===== src/rtl/missile_ctl_if.sv =====
// Missile scheduler signal bundle: fire/ship position/hit inputs and per-slot
// missile coordinates. The scheduler attaches to the slave side.
interface missile_ctl_if #(
  parameter int SLOTS = 4
);
  logic                   fire;
  logic [10:0]            xpos_ship;
  logic [SLOTS-1:0]       hit;
  logic [SLOTS-1:0]       missile_valid;
  logic [11*SLOTS-1:0]    missile_x;
  logic [11*SLOTS-1:0]    missile_y;
  logic                   shot;
  logic                   full;

  modport master (
    output fire, xpos_ship, hit,
    input  missile_valid, missile_x, missile_y, shot, full
  );

  modport slave (
    input  fire, xpos_ship, hit,
    output missile_valid, missile_x, missile_y, shot, full
  );
endinterface


===== src/rtl/missile_ctl.sv =====
// Player missile scheduler: allocates slots on fire presses, moves airborne
// missiles upward on a periodic tick and retires them at the top or on a hit.
//
// Per-slot state | meaning
// ---------------+-------------------------------------------------
// FREE           | slot idle, available for the next launch
// FLYING         | missile airborne, moves up SPEED pixels per tick
module missile_ctl #(
  parameter int SLOTS          = 4,
  parameter int STEP_PERIOD    = 15000,
  parameter int SPEED          = 4,
  parameter int COOLDOWN_STEPS = 20,
  parameter int SHIP_WIDTH     = 48,
  parameter int SHIP_Y         = 700,
  parameter int MISSILE_WIDTH  = 4,
  parameter int MISSILE_HEIGHT = 16,
  parameter int Y_MIN          = 0
) (
  input logic          pclk,
  input logic          rst,
  missile_ctl_if.slave bus
);

  localparam int STEP_W = (STEP_PERIOD > 1) ? $clog2(STEP_PERIOD) : 1;
  localparam int CD_W   = (COOLDOWN_STEPS > 0) ? $clog2(COOLDOWN_STEPS + 1) : 1;

  localparam logic [10:0] LAUNCH_X_OFS = 11'(SHIP_WIDTH / 2 - MISSILE_WIDTH / 2);
  localparam logic [10:0] LAUNCH_Y     = 11'(SHIP_Y - MISSILE_HEIGHT);
  localparam logic [10:0] SPEED_V      = 11'(SPEED);
  localparam logic [10:0] RETIRE_Y     = 11'(Y_MIN + SPEED);
  localparam logic [CD_W-1:0] CD_LOAD  = CD_W'(COOLDOWN_STEPS);

  typedef enum logic {
    FREE   = 1'b0,
    FLYING = 1'b1
  } slot_state_t;

  slot_state_t       state_q [SLOTS];
  slot_state_t       state_d [SLOTS];
  logic [10:0]       x_q [SLOTS];
  logic [10:0]       x_d [SLOTS];
  logic [10:0]       y_q [SLOTS];
  logic [10:0]       y_d [SLOTS];

  logic [STEP_W-1:0] step_cnt;
  logic              tick;
  logic              fire_d;
  logic              fire_arm;
  logic              fire_edge;
  logic [CD_W-1:0]   cooldown;
  logic              full_q;
  logic              shot_q;
  logic              launch;
  logic              alloc_found;
  logic [SLOTS-1:0]  alloc_oh;
  logic [SLOTS-1:0]  valid_q;
  logic [SLOTS-1:0]  valid_d;
  logic [11*SLOTS-1:0] x_flat;
  logic [11*SLOTS-1:0] y_flat;

  assign tick = (step_cnt == STEP_W'(STEP_PERIOD - 1));

  // fire_arm blocks a key held through reset release until it has been seen low
  assign fire_edge = bus.fire & ~fire_d & fire_arm;
  assign launch    = fire_edge & (cooldown == '0) & ~full_q & alloc_found;

  always_ff @(posedge pclk) begin
    if (rst) begin
      step_cnt <= '0;
      fire_d   <= 1'b0;
      fire_arm <= ~bus.fire;
      cooldown <= '0;
      full_q   <= 1'b0;
      shot_q   <= 1'b0;
    end else begin
      step_cnt <= tick ? '0 : step_cnt + STEP_W'(1);
      fire_d   <= bus.fire;
      if (!bus.fire) fire_arm <= 1'b1;
      if (launch) cooldown <= CD_LOAD;
      else if (tick && cooldown != '0) cooldown <= cooldown - CD_W'(1);
      full_q   <= &valid_d;
      shot_q   <= launch;
    end
  end

  // lowest-index slot that is free in the current cycle
  always_comb begin
    alloc_oh    = '0;
    alloc_found = 1'b0;
    for (int i = 0; i < SLOTS; i++) begin
      if (state_q[i] == FREE && !alloc_found) begin
        alloc_oh[i] = 1'b1;
        alloc_found = 1'b1;
      end
    end
  end

  always_ff @(posedge pclk) begin
    for (int i = 0; i < SLOTS; i++) begin
      if (rst) begin
        state_q[i] <= FREE;
        x_q[i]     <= '0;
        y_q[i]     <= '0;
      end else begin
        state_q[i] <= state_d[i];
        x_q[i]     <= x_d[i];
        y_q[i]     <= y_d[i];
      end
    end
  end

  // hit wins over a tick move; a slot launched this cycle is still FREE here so it never moves
  always_comb begin
    for (int i = 0; i < SLOTS; i++) begin
      state_d[i] = state_q[i];
      x_d[i]     = x_q[i];
      y_d[i]     = y_q[i];
      case (state_q[i])
        FREE: begin
          if (launch && alloc_oh[i]) begin
            state_d[i] = FLYING;
            x_d[i]     = bus.xpos_ship + LAUNCH_X_OFS;
            y_d[i]     = LAUNCH_Y;
          end
        end
        FLYING: begin
          if (bus.hit[i]) begin
            state_d[i] = FREE;
          end else if (tick) begin
            if (y_q[i] < RETIRE_Y) state_d[i] = FREE;
            else                   y_d[i]     = y_q[i] - SPEED_V;
          end
        end
        default: state_d[i] = FREE;
      endcase
    end
  end

  always_comb begin
    valid_q = '0;
    valid_d = '0;
    x_flat  = '0;
    y_flat  = '0;
    for (int i = 0; i < SLOTS; i++) begin
      valid_q[i]         = (state_q[i] == FLYING);
      valid_d[i]         = (state_d[i] == FLYING);
      x_flat[11*i +: 11] = x_q[i];
      y_flat[11*i +: 11] = y_q[i];
    end
  end

  assign bus.missile_valid = valid_q;
  assign bus.missile_x     = x_flat;
  assign bus.missile_y     = y_flat;
  assign bus.shot          = shot_q;
  assign bus.full          = full_q;

endmodule


===== src/flat_wrapper.sv =====
// flat-port wrapper written by rule: the top's interface ports become plain ports
module missile_ctl_flat 
#(
  parameter int SLOTS          = 4,
  parameter int STEP_PERIOD    = 15000,
  parameter int SPEED          = 4,
  parameter int COOLDOWN_STEPS = 20,
  parameter int SHIP_WIDTH     = 48,
  parameter int SHIP_Y         = 700,
  parameter int MISSILE_WIDTH  = 4,
  parameter int MISSILE_HEIGHT = 16,
  parameter int Y_MIN          = 0
)
  (pclk, rst, bus_fire, bus_xpos_ship, bus_hit, bus_missile_valid, bus_missile_x, bus_missile_y, bus_shot, bus_full);
  missile_ctl_if #(.SLOTS(SLOTS)) bus_i ();
  input logic pclk;
  input logic rst;
  input wire logic [$bits(bus_i.fire)-1:0] bus_fire;
  input wire logic [$bits(bus_i.xpos_ship)-1:0] bus_xpos_ship;
  input wire logic [$bits(bus_i.hit)-1:0] bus_hit;
  output wire logic [$bits(bus_i.missile_valid)-1:0] bus_missile_valid;
  output wire logic [$bits(bus_i.missile_x)-1:0] bus_missile_x;
  output wire logic [$bits(bus_i.missile_y)-1:0] bus_missile_y;
  output wire logic [$bits(bus_i.shot)-1:0] bus_shot;
  output wire logic [$bits(bus_i.full)-1:0] bus_full;
  assign bus_i.fire = bus_fire;
  assign bus_i.xpos_ship = bus_xpos_ship;
  assign bus_i.hit = bus_hit;
  assign bus_missile_valid = bus_i.missile_valid;
  assign bus_missile_x = bus_i.missile_x;
  assign bus_missile_y = bus_i.missile_y;
  assign bus_shot = bus_i.shot;
  assign bus_full = bus_i.full;
  missile_ctl #(.SLOTS(SLOTS), .STEP_PERIOD(STEP_PERIOD), .SPEED(SPEED), .COOLDOWN_STEPS(COOLDOWN_STEPS), .SHIP_WIDTH(SHIP_WIDTH), .SHIP_Y(SHIP_Y), .MISSILE_WIDTH(MISSILE_WIDTH), .MISSILE_HEIGHT(MISSILE_HEIGHT), .Y_MIN(Y_MIN)) u_core (.pclk(pclk), .rst(rst), .bus(bus_i));
endmodule

===== config.mk =====
export PLATFORM = sky130hd
export DESIGN_NAME = missile_ctl_flat
export DESIGN_NICKNAME = d
export VERILOG_FILES = /design/src/rtl/missile_ctl_if.sv /design/src/rtl/missile_ctl.sv /design/src/flat_wrapper.sv
export SDC_FILE = /design/constraint.sdc
export NUM_CORES = 1
export LEC_CHECK = 0
export BUFFER_PORTS_ARGS = -buffer_cell sky130_fd_sc_hd__buf_2
export CAP_MARGIN = 20
export CORE_MARGIN = 5
export CORE_UTILIZATION = 45
export CTS_CLUSTER_SIZE = 8
export DETAILED_ROUTE_END_ITERATION = 10
export PLACE_DENSITY_LB_ADDON = 0.2
export SLEW_MARGIN = 20
export SYNTH_ARGS = -nofsm -noshare
export SYNTH_HDL_FRONTEND = slang
export SYNTH_SLANG_ARGS = --single-unit

===== constraint.sdc =====
create_clock -name pclk -period 2.7 [get_ports pclk]
set_input_delay 0.27 -clock pclk [delete_from_list [all_inputs] [get_ports pclk]]
set_output_delay 0.27 -clock pclk [all_outputs]
set_load 0.01 [all_outputs]

== Yosys cells after proc, flatten, opt, wreduce, memory -nomap -nowiden ==
Memories as Yosys holds them, arrays and structs flattened.
Index checks and enable logic that the tools add are counted.

* Magnitude comparators: 4
* Reduce and logical (&&, ||, !) cells: 16
* Eq/ne operators: 2
* Add/subtract/negate cells: 7
* Multiplexer cells: 74
* Bitwise logic cells: 24

{| class="wikitable"
|+ Operator list
! kind !! number
|-
| $mux W11 || 32
|-
| $pmux W11 S2 || 4
|-
| $lt A11 B3 Y1 const B || 4
|-
| $sub A11 B3 Y11 const B || 4
|-
| $mux W1 || 32
|-
| $add A14 B1 Y14 const B || 1
|-
| $eq A14 B14 Y1 const B || 1
|-
| $or A1 B1 Y1 || 12
|-
| $add A11 B5 Y11 const B || 1
|-
| $mux W5 || 2
|-
| $logic_and A1 B1 Y1 || 8
|-
| $pmux W1 S2 || 4
|-
| $not A1 Y1 || 7
|-
| $and A1 B1 Y1 || 5
|-
| $logic_not A5 Y1 || 1
|-
| $reduce_bool A5 Y1 || 1
|-
| $sub A5 B1 Y5 const B || 1
|-
| $reduce_and A4 Y1 || 1
|-
| $reduce_or A2 Y1 || 2
|-
| $logic_not A1 Y1 || 2
|-
| $ne A2 B2 Y1 const B || 1
|-
| $reduce_bool A2 Y1 || 1
|}

* Bits in writable memories: 92
* Output and inout port bits: 94
* Register bits after elaboration: 23
* Memories kept: 3

{| class="wikitable"
|+ Memory list
! memory !! depth !! width !! rd ports !! clocked after Yosys merged registers in !! write ports !! RTL line !! text
|-
| u_core.x_q || 4 || 11 || 4 || 0 || 4 || missile_ctl.sv:40 || <nowiki>logic [10:0] x_q [SLOTS];</nowiki>
|-
| u_core.y_q || 4 || 11 || 4 || 0 || 4 || missile_ctl.sv:42 || <nowiki>logic [10:0] y_q [SLOTS];</nowiki>
|-
| u_core.state_q || 4 || 1 || 4 || 0 || 4 || missile_ctl.sv:38 || <nowiki>slot_state_t state_q [SLOTS];</nowiki>
|}

== Depth between registers and ports, before layout ==
Gate-level depths: netlist (run 1).

* Word-level depth: 14
* Gate-level depth with buffers: 8

== Worst setup path before layout (run 1) ==
OpenSTA, ideal clock, no wires.

* Path kind: reg2reg
* Start point: memory u_core.y_q[3][4] (netlist: u_core.y_q[1][15])
* End point: memory u_core.y_q[3][4] (netlist: u_core.y_q[1][15])
* Path buffers: 1
* Stages on the path, launching flop included: 7
* Slack: 739 ps
* Setup time: 116 ps
* Arrival: 1844 ps
* Cell sequence: dfxtp_1 > or4_1 > buf_2 > or4_4 > nand4_2 > xor2_1 > nor2_1

{| class="wikitable"
|+ RTL lines
! element !! RTL line
|-
| start: declaration || missile_ctl.sv:42
|}

==> results of run 1 <==
-- worst paths after layout --
path | end | slack [ns] | cells after the start
hold / removal | u_core.fire_arm$_SDFFCE_PN1P_ | 0.16 | 2
setup reg to reg | u_core.y_q[0][6]$_SDFFE_PP0P_ | 0.47 | 7
setup / recovery | u_core.y_q[0][6]$_SDFFE_PP0P_ | 0.47 | 7
hold reg to reg | u_core.step_cnt[0]$_SDFF_PP0_ | 0.46 | 1
-- state kept, by name (all words and copies together), names as in the netlist --
signal,cells
u_core.bus.shot,1
u_core.fire_arm,1
u_core.x_q,44
u_core.y_q,36
u_core.step_cnt,14
u_core.fire_d,1
u_core.state_q,4
u_core.cooldown,5
u_core.bus.full,1
-- metal layers --
metal	share of wire (%)	routed length (µm)
met2	45	5476
met4	1.5	183
met1	48	5872
met3	5.3	643
met5	0	0
-- power groups by stage --
stage / logic, mW / clock network (mW) / registers, mW
4_1_cts: 0.290 / 0.959 / 1.65
5_1_grt: 0.319 / 1.02 / 1.66
6_report: 0.289 / 0.934 / 1.65
3_5_place_dp: 0.290 / 0 / 1.69
2_1_floorplan: 0.189 / 0 / 1.69
3_3_place_gp: 0.285 / 0 / 1.69
-- critical path: cells and delay by family (launching register included) --
family | cells | cell delay, ns
compound gates | 1 | 0.14
flops | 1 | 0.36
fa+ha+maj | 1 | 0.22
simple gates | 4 | 1.21
buf+inv | 1 | 0.23
-- final cells by class --
cell class	instances	area, µm²
Fill cell	974	4748
Multi-Input combinational cell	403	2491
Sequential cell	107	2152
Timing Repair Buffer	113	603.1
Tap cell	136	170.2
Clock buffer	10	127.6
Inverter	19	71.32
Clock inverter	6	52.55
-- cell usage after synthesis (3+ instances only) --
master      n
nand3_1    10
and3_1      3
nor3b_1     3
nor3_1     25
or3_2       4
or3_1      12
or4_1       6
a31oi_1     7
xnor2_1    14
or4_4       3
a211oi_1   31
nand2_1    39
o31ai_1     5
clkbuf_1   19
dfxtp_1   106
xor2_1     19
buf_4       9
inv_1      19
nor4_1      7
nor2_1     77
a311oi_1    5
or2_2       4
nand4_1    12
o21ai_0     7
nor2b_1     6
a21oi_1    34
ha_1        8
nand2b_1   11
nor4_2      3
buf_2       4
and4_1      4
-- logic make-up after synthesis --
family,count (synthesis)
flip-flops,107
adder cells (fa/ha/maj),8
buffers and inverters,52
XOR/XNOR,33
multiplexers,1
AO/OA/AOI/OAI,102
other,1
AND/OR/NAND/NOR,251
==> qor.csv, run 1 <==
metric,value,unit
crit-reg2reg-launch,u_core.step_cnt[0]$_SDFF_PP0_,
status,completed,
setup_ws,0.4696,ns
cts.clk_slew.worst_paths,0.10,ns
yosys-top-cells-area,"dfxtp_1, nor2_1, a211oi_1",
ys_types,63,
crit_fanout,8,
worstHoldStart,bus_fire,
path_class,reg -> reg,
fin_area,0.005668,mm²
use_met3,3.501,%
cts_hold_buf,0,
synthMuxAreaShare,0.2066,%
dp_slack,0.4752,ns
mostFrequentLayoutCell,dfxtp_1,
rows,37,
wl,12180,µm
power.switching,795.2,µW
grt_max_degree,49,
cts_tree,done,
setup_viol,0,
met2_usage,28.62,%
path_common_cell,and4_1,
use_met1,25.60,%
core,0.01042,mm²
syn_inst,555,
vias,4303,
ys_seq_area_share,44.41,%
crit_slowest_cell,or4_1,
synthAdderAreaFrac,2.066,%
final_cells,794,
synth_edf_count,1,
p_per_area,507.3,mW/mm²
grt_pass1_vias,3901,
root_buffer,clkbuf_8,
avgSynthCellArea,8.731,µm²
critPathLaunchType,flip-flop,
pwr-share-clk,32.5,%
grt_pass1_wl,19490,µm
slew_headroom,50.79,%
gp_congestion,0.8861,
io_pins,112,
dpl_cell_area,0.005488,mm²
cts_setup_buffers,0,
dp_cells,778,
htreeDepth,3,
vias_per_cell,5.419,
post-route-period-util,82.61,%
dp_hpwl,9062,µm
critPathRequiredTime,3.00,ns
clock_path_buffers,2,
fin_setup_tns,0,ns
min_period,2.230,ns
synth-simple-area-share,28.81,%
die_area,0.01294,mm²
netlist.area_leader.share,43.79,%
die_h,113.8,µm
fin_worst_skew,0.01377,ns
pwr-share-comb,10.0,%
cpPeakStageDelay,0.44,ns
diodes,0,
grt_overflow,0,
async_reset_ff_share,0,%
hold_violations,0,
nets,679,
grt.total_usage,18.29,%
cp-startpoint,u_core.step_cnt[0]$_SDFF_PP0_,
antenna_left,0,
synth_top_family_by_area,simple AND/OR/NAND/NOR gates,
ys.flop_type,dfxtp_1,
ir_drop,222.6,µV
p_total,2.875,mW
numClockSinks,107,
routedWlPerCell,15.33,µm
drive_gt1_share,23.56,%
drc,0,
port_buffers,103,
drtIter0Drc,266,
fmax,0.4483,GHz
cts_resized,0,
firstDrtPassIters,5,
ys_seq_elements,107,
timing.hold.ws,0.1625,ns
yosysTopAreaCell,dfxtp_1,
syn_area,0.004846,mm²
antenna_found_initial,0,
crit_chain,"ha_1, and4_1, and4_1, buf_4, nand4_1, or4_1, a21oi_1",
layout_common_cells,"dfxtp_1, buf_2, nor2_1",
worstPathArrival,2.53,ns
swShare,27.66,%
yosysWarnings,0,
maxCapViolations,0,
p_leak,2.321,nW
internal-power,2.080,mW
hold_path_class,in -> reg,
grt_busiest_layer,met2,
area_growth,16.96,%
worstMarginPinSlew,0.7325,ns
setup.worst_path.end_class,flip-flop,
start_util,46.52,%
synth_xor_area_share,5.964,%
clock_latency,0.38,ns
synth-compound-area-share,13.63,%
final_core_util,54.41,%
power_frac_seq,57.5,%
rsz0062_at_grt,false,
cts_buffers,9,
die_w,113.8,µm
slew_viol_final,0,
Power figures use the tool's default switching activity.
==> inputs of run 2 (changes only) <==
Clock period 2.7 ns to 2.2 ns, I/O delays scaled along.
==> run 2 against run 1 <==
Non-clock buffer count rose by 15. Routed wire length rose by 0.87%. Total power rose by 22%. Clock-buffer cell count did not move. Clock power rose by 20%. Sequential power rose by 22%. Register-to-register slack got worse by 0.34 ns. Critical path type unchanged. Largest cell class unchanged. Highest routed layer unchanged.
==> qor.csv, run 2 (synthesized netlist as in run 1, its figures left out) <==
metric,value,unit,change
slew_headroom,65.16,%,+14 points
worstPathArrival,2.37,ns,-0.16 ns
grt_pass1_vias,4036,,+3.5%
layout_common_cells,"dfxtp_1, buf_2, nor2_1",,
die_w,113.8,µm,unchanged
critPathRequiredTime,2.50,ns,-0.50 ns
crit_path_end,u_core.y_q[1][19]$_SDFFE_PP0P_,,
crit-reg2reg-launch,u_core.y_q[1][15]$_SDFFE_PP0P_,,
worstMarginPinSlew,0.5188,ns,-0.2137 ns
cts_buffers,9,,unchanged
io_pins,112,,unchanged
pwr-share-comb,10.7,%,+0.7 points
timing.hold.ws,0.1075,ns,-0.05500 ns
antenna_left,0,,unchanged
power.switching,962.4,µW,+21%
drtIter0Drc,310,,+17%
die_h,113.8,µm,unchanged
grt_pass1_wl,20230,µm,+3.8%
wl,12280,µm,+0.87%
setup.worst_path.end_class,flip-flop,,
diodes,0,,unchanged
firstDrtPassIters,5,,unchanged
power_frac_seq,57.6,%,about the same
ir_drop,280.9,µV,+26%
critPathLaunchType,flip-flop,,
vias_per_cell,5.388,,-0.58%
rows,37,,unchanged
p_leak,2.384,nW,+2.7%
antenna_found_initial,0,,unchanged
fin_worst_skew,0.01169,ns,-0.002084 ns
min_period,2.073,ns,-0.1573 ns
mostFrequentLayoutCell,dfxtp_1,,
fillCellCount,1020,,+4.7%
area_growth,19.34,%,
grt_overflow,0,,unchanged
internal-power,2.553,mW,+23%
grt_max_degree,29,,-41%
numClockSinks,107,,unchanged
drc,0,,unchanged
hold_path_class,in -> reg,,
final_core_util,55.52,%,+1.1 points
largest_reg_flops,44,,unchanged
vias,4359,,+1.3%
cp-startpoint,u_core.y_q[1][15]$_SDFFE_PP0P_,,
crit_family,simple AND/OR/NAND/NOR gates,,
crit_chain,"or4_1, or4_4, nand4_2, o21ai_0, a21oi_1",,
fmax,0.4824,GHz,+7.6%
top_regs,"u_core.x_q (44), u_core.y_q (36), u_core.step_cnt (14)",,
cpPeakStageDelay,0.65,ns,+0.21 ns
worstHoldStart,bus_fire,,
cts.clk_slew.worst_paths,0.10,ns,about the same
crit_slowest_cell,or4_1,,
cp_num_cells,5,,-2
start_util,46.52,%,unchanged
grt.total_usage,19.01,%,+0.72 points
routedWlPerCell,15.18,µm,-1.0%
drive_gt1_share,25.85,%,+2.3 points
setup_viol,0,,unchanged
hold_violations,0,,unchanged
die_area,0.01294,mm²,unchanged
gp_congestion,0.8619,,-2.7%
maxCapViolations,0,,unchanged
pwr-share-clk,31.7,%,-0.8 points
post-route-period-util,94.23,%,+12 points
status,completed,,
ff2ff_path_depth,5,,-2
cts_tree,done,,
port_buffers,103,,unchanged
dp_hpwl,9287,µm,+2.5%
rsz0062_at_grt,false,,
p_per_area,607.8,mW/mm²,+20%
crit_fanout,7,,-1
swShare,27.38,%,-0.28 points
rrSetupSlack,0.13,ns,-0.34 ns
htreeDepth,3,,unchanged
nets,694,,+2.2%
worstReg2RegEnd,u_core.y_q[1][19]$_SDFFE_PP0P_,,
root_buffer,clkbuf_8,,
path_class,reg -> reg,,
cts_setup_buffers,0,,unchanged
cp_num_buf_inv,0,,-1
clock_latency,0.37,ns,about the same
regMostFlops,u_core.x_q,,
clock_path_buffers,2,,unchanged
cts_hold_buf,0,,unchanged
fin_setup_tns,0,ns,unchanged
slew_viol_final,0,,unchanged
core,0.01042,mm²,unchanged
run 2: changes by cell type in the layout (fill, tap and decap cells not counted), sizes merged:
cell      before  now
buf          113  128
clkinv         2    0
clkinvlp       0    3
inv           23   22
run 2: worst min path at each step:
stage               cells after the start  slack [ns]                               to
global route                            2         0.1    u_core.fire_arm$_SDFFCE_PN1P_
detailed placement                      2        0.44    u_core.x_q[0][5]$_SDFFE_PP0P_
floorplan                               1        0.30  u_core.state_q[1][0]$_SDFF_PP0_
finish                                  2        0.11    u_core.fire_arm$_SDFFCE_PN1P_
CTS                                     2        0.09    u_core.fire_arm$_SDFFCE_PN1P_
global placement                        1        0.43    u_core.step_cnt[0]$_SDFF_PP0_
run 2: worst reg2reg max path, stage by stage, from the launching register on:
cell     delay, ns
dfxtp_1       0.38
or4_1         0.65
or4_4         0.56
nand4_2       0.17
o21ai_0       0.10
a21oi_1       0.14
run 2: power groups by stage:
stage / combinational, mW / sequential (mW) / clock, mW
floorplan: 0.231 / 2.08 / 0
global placement: 0.367 / 2.07 / 0
detailed placement: 0.372 / 2.07 / 0
CTS: 0.374 / 2.02 / 1.14
global route: 0.417 / 2.03 / 1.22
finish: 0.375 / 2.02 / 1.12
run 2: final cells by class:
| cell class | instances | area, µm² | area share [%] |
|---|---|---|---|
| clock buffers | 10 | 127.6 | 2.207 |
| repair buffers | 128 | 703.2 | 12.16 |
| flip-flops and latches | 107 | 2152 | 37.21 |
| clock inverters | 6 | 46.29 | 0.8005 |
| multi-input cells | 403 | 2512 | 43.44 |
| inverters | 19 | 71.32 | 1.233 |
| well taps | 136 | 170.2 | 2.942 |
run 2: per-layer routing:
metal  vias up  part of all wire, %  track usage (%)  wire length, µm
li1       2197                    -                -                -
met5         -                    0                0                0
met1      2037                   46            26.51             5704
met2       111                   47            30.47             5766
met3        14                  5.3            3.183              653
met4         0                  1.3            5.384              157
run 2: repair_timing:
item / in CTS / in global routing
pin swaps: 0 / 0
endpoints found under the setup margin: 1 / 14
resized for setup: 1 / 5
hold endpoints to repair: 0 / 0
run 2: metrics by stage:
step | worst slack, ns | power (mW) | instance area [µm²] | std cells
floorplan | 0.2392 | 2.309 | 4872 | 562
global placement | 0.06586 | 2.434 | 5588 | 793
detailed placement | 0.01418 | 2.441 | 5588 | 793
CTS | 0.08633 | 3.538 | 5763 | 809
global route | 0.001610 | 3.671 | 5783 | 809
finish | 0.1269 | 3.515 | 5783 | 809
